--- src/rtl/uart_cdc_pkg.sv ---
// Shared definitions for the UART transmit arbiter.
//   DATA_W_DEF  - default byte width
//   state_t     - arbiter FSM states (IDLE, LOAD, SEND)
//   clog2_min1  - ceil(log2(n)), never less than 1, for index/counter widths
`timescale 1ns/1ps
package uart_cdc_pkg;

  localparam int DATA_W_DEF = 8;

  typedef enum logic [1:0] {
    IDLE = 2'b00,
    LOAD = 2'b01,
    SEND = 2'b10
  } state_t;

  function automatic int clog2_min1(input int n);
    return (n <= 2) ? 1 : $clog2(n);
  endfunction

endpackage

--- src/rtl/rr_arbiter.sv ---
// Combinational round-robin pick.
// Ports:
//   req_valid [NUM_REQ] - requesters with a byte available
//   last      [GW]      - index of the most recently served requester
//   any_valid           - at least one requester is valid
//   grant     [GW]      - first valid index searching last+1, last+2, ... mod NUM_REQ
`timescale 1ns/1ps
module rr_arbiter
  import uart_cdc_pkg::*;
#(
  parameter  int NUM_REQ = 2,
  localparam int GW      = clog2_min1(NUM_REQ)
) (
  input  logic [NUM_REQ-1:0] req_valid,
  input  logic [GW-1:0]      last,
  output logic               any_valid,
  output logic [GW-1:0]      grant
);

  // Walk distances from farthest to nearest so the nearest valid requester
  // after 'last' is the final assignment and therefore wins.
  always_comb begin
    any_valid = 1'b0;
    grant     = '0;
    for (int k = NUM_REQ; k >= 1; k--) begin
      for (int j = 0; j < NUM_REQ; j++) begin
        if (req_valid[j] && (j == ((int'(last) + k) % NUM_REQ))) begin
          any_valid = 1'b1;
          grant     = GW'(j);
        end
      end
    end
  end

endmodule

--- src/rtl/uart_tx_arbiter.sv ---
// Shares one UART TX serializer input between NUM_REQ requesters.
// Round-robin, one byte per grant, per-byte SEND timeout with saturating
// drop counter, and a pulse-stretched activity LED on completed transfers.
// Ports:
//   clk_sys, rst_n        - clock, synchronous active-low reset
//   req_valid/req_data    - per-requester byte offer (slice i at [i*DATA_W +: DATA_W])
//   req_ready             - one-hot accept strobe (LOAD state only)
//   tx_data/tx_valid      - byte to the UART TX, tx_ready is its accept
//   grant_id              - current or last granted requester
//   busy                  - FSM not in IDLE
//   drop_cnt              - saturating count of timed-out bytes
//   led                   - activity LED
`timescale 1ns/1ps
module uart_tx_arbiter
  import uart_cdc_pkg::*;
#(
  parameter  int NUM_REQ  = 2,
  parameter  int DATA_W   = DATA_W_DEF,
  parameter  int TIMEOUT  = 4096,
  parameter  int LED_HOLD = 1000,
  localparam int GW       = clog2_min1(NUM_REQ)
) (
  input  logic                      clk_sys,
  input  logic                      rst_n,
  input  logic [NUM_REQ-1:0]        req_valid,
  input  logic [NUM_REQ*DATA_W-1:0] req_data,
  output logic [NUM_REQ-1:0]        req_ready,
  output logic [DATA_W-1:0]         tx_data,
  output logic                      tx_valid,
  input  logic                      tx_ready,
  output logic [GW-1:0]             grant_id,
  output logic                      busy,
  output logic [7:0]                drop_cnt,
  output logic                      led
);

  localparam int TW = clog2_min1(TIMEOUT);
  localparam int LW = clog2_min1(LED_HOLD + 1);
  localparam logic [TW-1:0] TO_LAST  = TW'((TIMEOUT > 0) ? TIMEOUT - 1 : 0);
  localparam logic [LW-1:0] LED_LOAD = LW'(LED_HOLD);

  state_t              state, state_nxt;
  logic [GW-1:0]       last;
  logic [TW-1:0]       to_cnt;
  logic [LW-1:0]       led_cnt;
  logic                any_valid;
  logic [GW-1:0]       pick;
  logic                sel_valid;
  logic [DATA_W-1:0]   sel_data;
  logic                take_grant, do_load, complete, drop, to_inc;

  rr_arbiter #(.NUM_REQ(NUM_REQ)) u_rr (
    .req_valid (req_valid),
    .last      (last),
    .any_valid (any_valid),
    .grant     (pick)
  );

  // Mux out the granted requester's flag and byte.
  always_comb begin
    sel_valid = 1'b0;
    sel_data  = '0;
    for (int j = 0; j < NUM_REQ; j++) begin
      if (grant_id == GW'(j)) begin
        sel_valid = req_valid[j];
        sel_data  = req_data[j*DATA_W +: DATA_W];
      end
    end
  end

  always_ff @(posedge clk_sys) begin
    if (!rst_n) state <= IDLE;
    else        state <= state_nxt;
  end

  always_comb begin
    state_nxt  = state;
    req_ready  = '0;
    take_grant = 1'b0;
    do_load    = 1'b0;
    complete   = 1'b0;
    drop       = 1'b0;
    to_inc     = 1'b0;
    case (state)
      IDLE: begin
        if (any_valid) begin
          take_grant = 1'b1;
          state_nxt  = LOAD;
        end
      end
      LOAD: begin
        req_ready = {{(NUM_REQ-1){1'b0}}, 1'b1} << grant_id;
        // A granted requester that withdrew its flag is skipped without
        // moving the pointer.
        if (sel_valid) begin
          do_load   = 1'b1;
          state_nxt = SEND;
        end else begin
          state_nxt = IDLE;
        end
      end
      SEND: begin
        // Completion has priority over a timeout in the same cycle.
        if (tx_ready) begin
          complete  = 1'b1;
          state_nxt = IDLE;
        end else if ((TIMEOUT != 0) && (to_cnt == TO_LAST)) begin
          drop      = 1'b1;
          state_nxt = IDLE;
        end else begin
          to_inc = 1'b1;
        end
      end
      default: state_nxt = IDLE;
    endcase
  end

  always_ff @(posedge clk_sys) begin
    if (!rst_n) begin
      grant_id <= '0;
      last     <= GW'(NUM_REQ - 1);
      tx_data  <= '0;
      to_cnt   <= '0;
      drop_cnt <= '0;
      led_cnt  <= '0;
    end else begin
      if (take_grant) grant_id <= pick;
      if (do_load) begin
        tx_data <= sel_data;
        to_cnt  <= '0;
      end
      if (to_inc) to_cnt <= to_cnt + TW'(1);
      if (complete || drop) last <= grant_id;
      if (drop && (drop_cnt != 8'hFF)) drop_cnt <= drop_cnt + 8'd1;
      if (complete)             led_cnt <= LED_LOAD;
      else if (led_cnt != '0)   led_cnt <= led_cnt - LW'(1);
    end
  end

  assign tx_valid = (state == SEND);
  assign busy     = (state != IDLE);
  assign led      = (led_cnt != '0);

endmodule

--- config.mk ---
export PLATFORM = sky130hd
export DESIGN_NAME = uart_tx_arbiter
export DESIGN_NICKNAME = d
export VERILOG_FILES = /design/src/rtl/uart_cdc_pkg.sv /design/src/rtl/rr_arbiter.sv /design/src/rtl/uart_tx_arbiter.sv
export SDC_FILE = /design/constraint.sdc
export NUM_CORES = 1
export LEC_CHECK = 0
export ABC_CLOCK_PERIOD_IN_PS = 2700
export CORE_ASPECT_RATIO = 0.5
export CORE_MARGIN = 3
export CORE_UTILIZATION = 32
export CTS_CLUSTER_SIZE = 25
export DETAILED_ROUTE_END_ITERATION = 7
export GPL_TIMING_DRIVEN = 0
export MAX_ROUTING_LAYER = met4
export PLACE_DENSITY_LB_ADDON = 0.15
export SYNTH_ARGS = -nofsm -noshare
export SYNTH_HDL_FRONTEND = slang
export SYNTH_HIERARCHICAL = 1
export SYNTH_SLANG_ARGS = --single-unit
--- constraint.sdc ---
create_clock -name clk_sys -period 2.7 [get_ports clk_sys]
set_clock_uncertainty 0.2 [all_clocks]
set_input_delay 0.54 -clock clk_sys [delete_from_list [all_inputs] [get_ports clk_sys]]
set_output_delay 0.54 -clock clk_sys [all_outputs]
set_load 0.1 [all_outputs]
# [Word level (Yosys, flattened, before mapping)]
# Cells that the tools add are included.
[classes] n_eq_ne=8 bitwise_logic=3 reduce_logical=15 shift=1 addsub=5 n_mux=31
[op_table] cell="32-bit zero test" count=2
[op_table] cell="12-bit 2-to-1 mux" count=2
[op_table] cell="1-bit 2-to-1 mux" count=20
[op_table] cell="10-bit 2-to-1 mux" count=2
[op_table] cell="12-bit by 1-bit adder with 12-bit output (second input constant)" count=1
[op_table] cell="12-bit equality test (second input constant)" count=1
[op_table] cell="2-bit 2-to-1 mux" count=5
[op_table] cell="10-bit nonzero test" count=1
[op_table] cell="10-bit by 1-bit subtractor with 10-bit output (second input constant)" count=1
[op_table] cell="8-bit by 1-bit adder with 8-bit output (second input constant)" count=1
[op_table] cell="8-bit 2-to-1 mux" count=1
[op_table] cell="8-bit != test (second input constant)" count=1
[op_table] cell="2-bit one-hot mux with 3 select lines" count=1
[op_table] cell="2-bit nonzero test" count=3
[op_table] cell="1-bit logical AND" count=5
[op_table] cell="2-bit equality test (first input constant)" count=2
[op_table] cell="3-bit by 1-bit != test with 1-bit output (second input constant)" count=1
[op_table] cell="1-bit adder (second input constant)" count=2
[op_table] cell="1-bit AND (first input constant)" count=2
[op_table] cell="2-bit by 1-bit equality test with 1-bit output (second input constant)" count=1
[op_table] cell="2-bit equality test (second input constant)" count=1
[op_table] cell="2-bit zero test" count=1
[op_table] cell="2-bit != test (second input constant)" count=1
[op_table] cell="2-bit AND reduction" count=1
[op_table] cell="other kinds (4)" count=4
[word_totals] elab_cells=71 out_inout_bits=22 reg_bits=42

# [Depth between registers and ports, before layout]
[depth] ltp_word=10 mapped_depth=6 ltp_nobuf=6

# [Cells and area by module]
# Netlist, hierarchy kept.
[modules_own_cells] mod="uart_tx_arbiter" area_per_inst_um2=2082.0 n_inst=1 cells_per_inst=247
[modules_own_cells] mod="rr_arbiter" area_per_inst_um2=13.8 n_inst=1 cells_per_inst=2

# [Worst setup path before layout]
# No wires, ideal clock.
[synth_timing] path_type="register -> output" start="register grant_id" end="output req_ready[1]" t_arrival_ps=2942 required_time_ps=1960 path_buffers=2 slack_ps=-982 stages_incl_launch_ff=5 path_cell_list="dfxtp_1 -> clkbuf_1 -> buf_1 -> inv_1 -> nor2_1"
[synth_via] elab_chain_cells=2
[synth_lines] element="start: declaration" line="uart_tx_arbiter.sv:31" rtl="output logic [GW-1:0] grant_id,"
[synth_lines] element="start signal: assignment" line="uart_tx_arbiter.sv:127" rtl="if (take_grant) grant_id <= pick;"
[synth_lines] element="1-bit by 1-bit << shifter with 2-bit output" line="uart_tx_arbiter.sv:92" rtl="req_ready = {{(NUM_REQ-1){1'b0}}, 1'b1} << grant_id;"
[synth_lines] element="2-bit 2-to-1 mux" line="uart_tx_arbiter.sv:84" rtl="case (state)"
[synth_lines] element="end: declaration" line="uart_tx_arbiter.sv:27" rtl="output logic [NUM_REQ-1:0] req_ready,"
# No other way between the ends.

# [Final worst setup path]
[layout_timing] start="register drop_cnt[3]" end="output drop_cnt[3]"
[layout_lines] element="start: declaration" line="uart_tx_arbiter.sv:33" rtl="output logic [7:0] drop_cnt,"
[layout_lines] element="start signal: assignment" line="uart_tx_arbiter.sv:134" rtl="if (drop && (drop_cnt != 8'hFF)) drop_cnt <= drop_cnt + 8'd1;"
# No word-level cell between the ends.

==> flow_summary.toml <==
[grt]
overflow = 0
grt_pass1_wl_um = 8910
first_global_vias = 1876
grt_antenna_before_repair = 0
grt_max_degree = 12
track_usage = 0.149

[detailed_routing]
num_vias = 1990
routedWlPerCell_um = 13.7
via_per_inst = 5.16
drt_pass1_iterations = 5
drc = 0
drt-total-wl_um = 5280
drtIter0Drc = 138
final_antenna_net_count = 0

[power]
p_total_mw = 2.02
p_leak_nw = 0.959
powerDensity_nw_per_um2 = 714
peakVddDrop_mv = 0.272

[outcome]
status = "finished clean"

[setup_path]
crit_buf_inv = 1
cp_max_fo = 7
endpoint_kind = "output pin"
critical_path_class = "flip-flop to output pin"
slowest_stage = "clkdlybuf4s50_1"
required_ps = 1960
critPathTopFamily = "buffers and inverters"
arrival_ps = 1900
path_cells = "clkdlybuf4s50_1"
slowest_delay_ps = 1180
critPathLaunchType = "flip-flop"

[flow_run]
maxCapViolCount = 0

[sta]
fin_hold_ws_ps = 295
post-route-period-util = 0.977
fin_crit_ps = 2640
rsz0062_at_grt = "no"
final.setup.tns_ps = 0
slew_viol_final = 0
relSlewSlack = 0.349
fmax_ghz = 0.379
finalSetupViolCount = 0
worst_pin_slew_ps = 974
hold_viol = 0
worst_slack_ps = 62.6

[hold_path]
hold_class = "flip-flop to flip-flop"

[cells_and_area]
nNetsFinal = 322
n_antenna_cell = 0
final.fill_count = 618
final_cells = 386
area_delta_synth_final_pct = 34.9
drive_gt1_frac = 0.0772

[synth]
synth_area_leaders = "dfxtp_1, mux2i_1, a21oi_1"
postSynth.asyncResetShare = 0
netlist_top_cells_count = "dfxtp_1, nor2_1, a21oi_1"
ys_ff_latch = 42
synth_top_family_by_area = "simple AND/OR/NAND/NOR gates"
seq_area_frac_synth = 0.401
synth_xor_area_frac = 0.0209
yosysUniqueCellTypes = 47
yosysTopAreaCell = "dfxtp_1"
muxShareOfSynthArea = 0.0573
syn_inst = 249
synthSimpleGateAreaFrac = 0.281
synth_edf_count = 0
synth_fa_ha_area_frac = 0.0179
synth.avg_cell_area_sq_um = 8.42
yosysMostFrequentCell = "dfxtp_1"
synth_nets = 273
synth-compound-area-share = 0.187
netlist_area_sq_um = 2100
yosysWarnings = 6
synth_flop_cell = "dfxtp_1"
synth_top_area_share = 0.401

[placement]
place_ws_ps = -681
port_buffers = 42
hpwl_um = 3890
routabilityCongestion = 0.846
dpl.cell_count = 379

[floorplanning]
core_sq_um = 6210
start_util = 0.338
ios = 43
die_w_um = 120
die-area_sq_um = 7620
num_rows = 20
die_height_um = 63.2

[cts]
clock-sinks = 42
postCtsSetupRepairBufs = 0
cts_root_buffer = "clkbuf_16"
ctsHoldBuffers = 0
cts_tree = "yes"
cts_buffers = 5
cts_resized = 19
clockBufferDepth = 2
path_clk_slew_ps = 60
clk-insertion-delay-late_ps = 280
cts_max_level = 2
==> layout make-up <==
cell class	instances	area, sq um	share of cell area
timing repair buffer	42	414	0.146
clock buffer	7	133	0.0469
inverter	9	33.8	0.0119
multi-input combinational	188	1250	0.442
tap	88	110	0.0389
sequential	42	841	0.297
buffer	10	46.3	0.0164
==> sequential cells by signal, indices dropped and copies added, names as in the netlist <==
register  count
drop_cnt      8
led_cnt      10
grant_id      1
last          1
tx_data       8
to_cnt       12
state         2
==> path summary, 6_finish.rpt <==
check,start,end,slack [ps],cells after the start
worst max-delay path,drop_cnt[3],drop_cnt[3],60,1
worst max register to register,to_cnt[0],to_cnt[3],320,6
worst min register to register,drop_cnt[6],drop_cnt[6],300,1
worst min-delay path,drop_cnt[6],drop_cnt[6],300,1
==> per-layer routing <==
layer  global-route usage  up-vias  share of wire  wire [um]
met4               0.0438        0          0.011         59
met5                    -        -              0          0
met2                0.233       19           0.46       2430
li1                     -     1034              -          -
met1                0.186      930           0.50       2660
met3               0.0430        7          0.024        125
==> placed cells by master, fill, tap and decap left out, drive strengths merged, types with 3 or more instances in the layout <==
master / synthesis / final
nand3: 16 / 16
nand4: 5 / 5
nor4: 6 / 6
xor2: 3 / 3
a211oi: 12 / 12
nor3: 6 / 6
clkbuf: 7 / 14
buf: 3 / 5
and4: 3 / 3
ha: 3 / 3
inv: 9 / 9
dfxtp: 42 / 42
or4: 10 / 10
o21ai: 6 / 6
nor2: 26 / 26
o211ai: 3 / 3
nand2b: 3 / 3
nand2: 15 / 15
clkdlybuf4s50: 0 / 35
o31ai: 5 / 5
or3: 4 / 4
mux2i: 12 / 12
a21oi: 22 / 22
==> power by group <==
group          leakage, nW  switching [mW]  internal (mW)
Combinational        0.554           0.425          0.256
Sequential           0.342          0.0839          0.684
Clock               0.0640           0.233          0.338
Total                0.959           0.742           1.28
==> logic make-up (layout without fill, tap and decap cells) <==
group	Yosys count	after routing
xor+xnor	5	5
compound gates	60	60
fa+ha+maj	3	3
simple gates	108	108
flops	42	42
buf+inv	19	68
mux	12	12
==> per-stage QoR <==
| stage | cell area [sq um] | util |
|---|---|---|
| 2_1_floorplan | 2110 | - |
| 3_3_place_gp | 2640 | 0.426 |
| 3_5_place_dp | 2640 | 0.426 |
| 4_1_cts | 2790 | 0.450 |
| 5_1_grt | 2830 | 0.456 |
| 6_report | 2830 | 0.456 |
No activity file was read; power rests on OpenSTA's default activity.
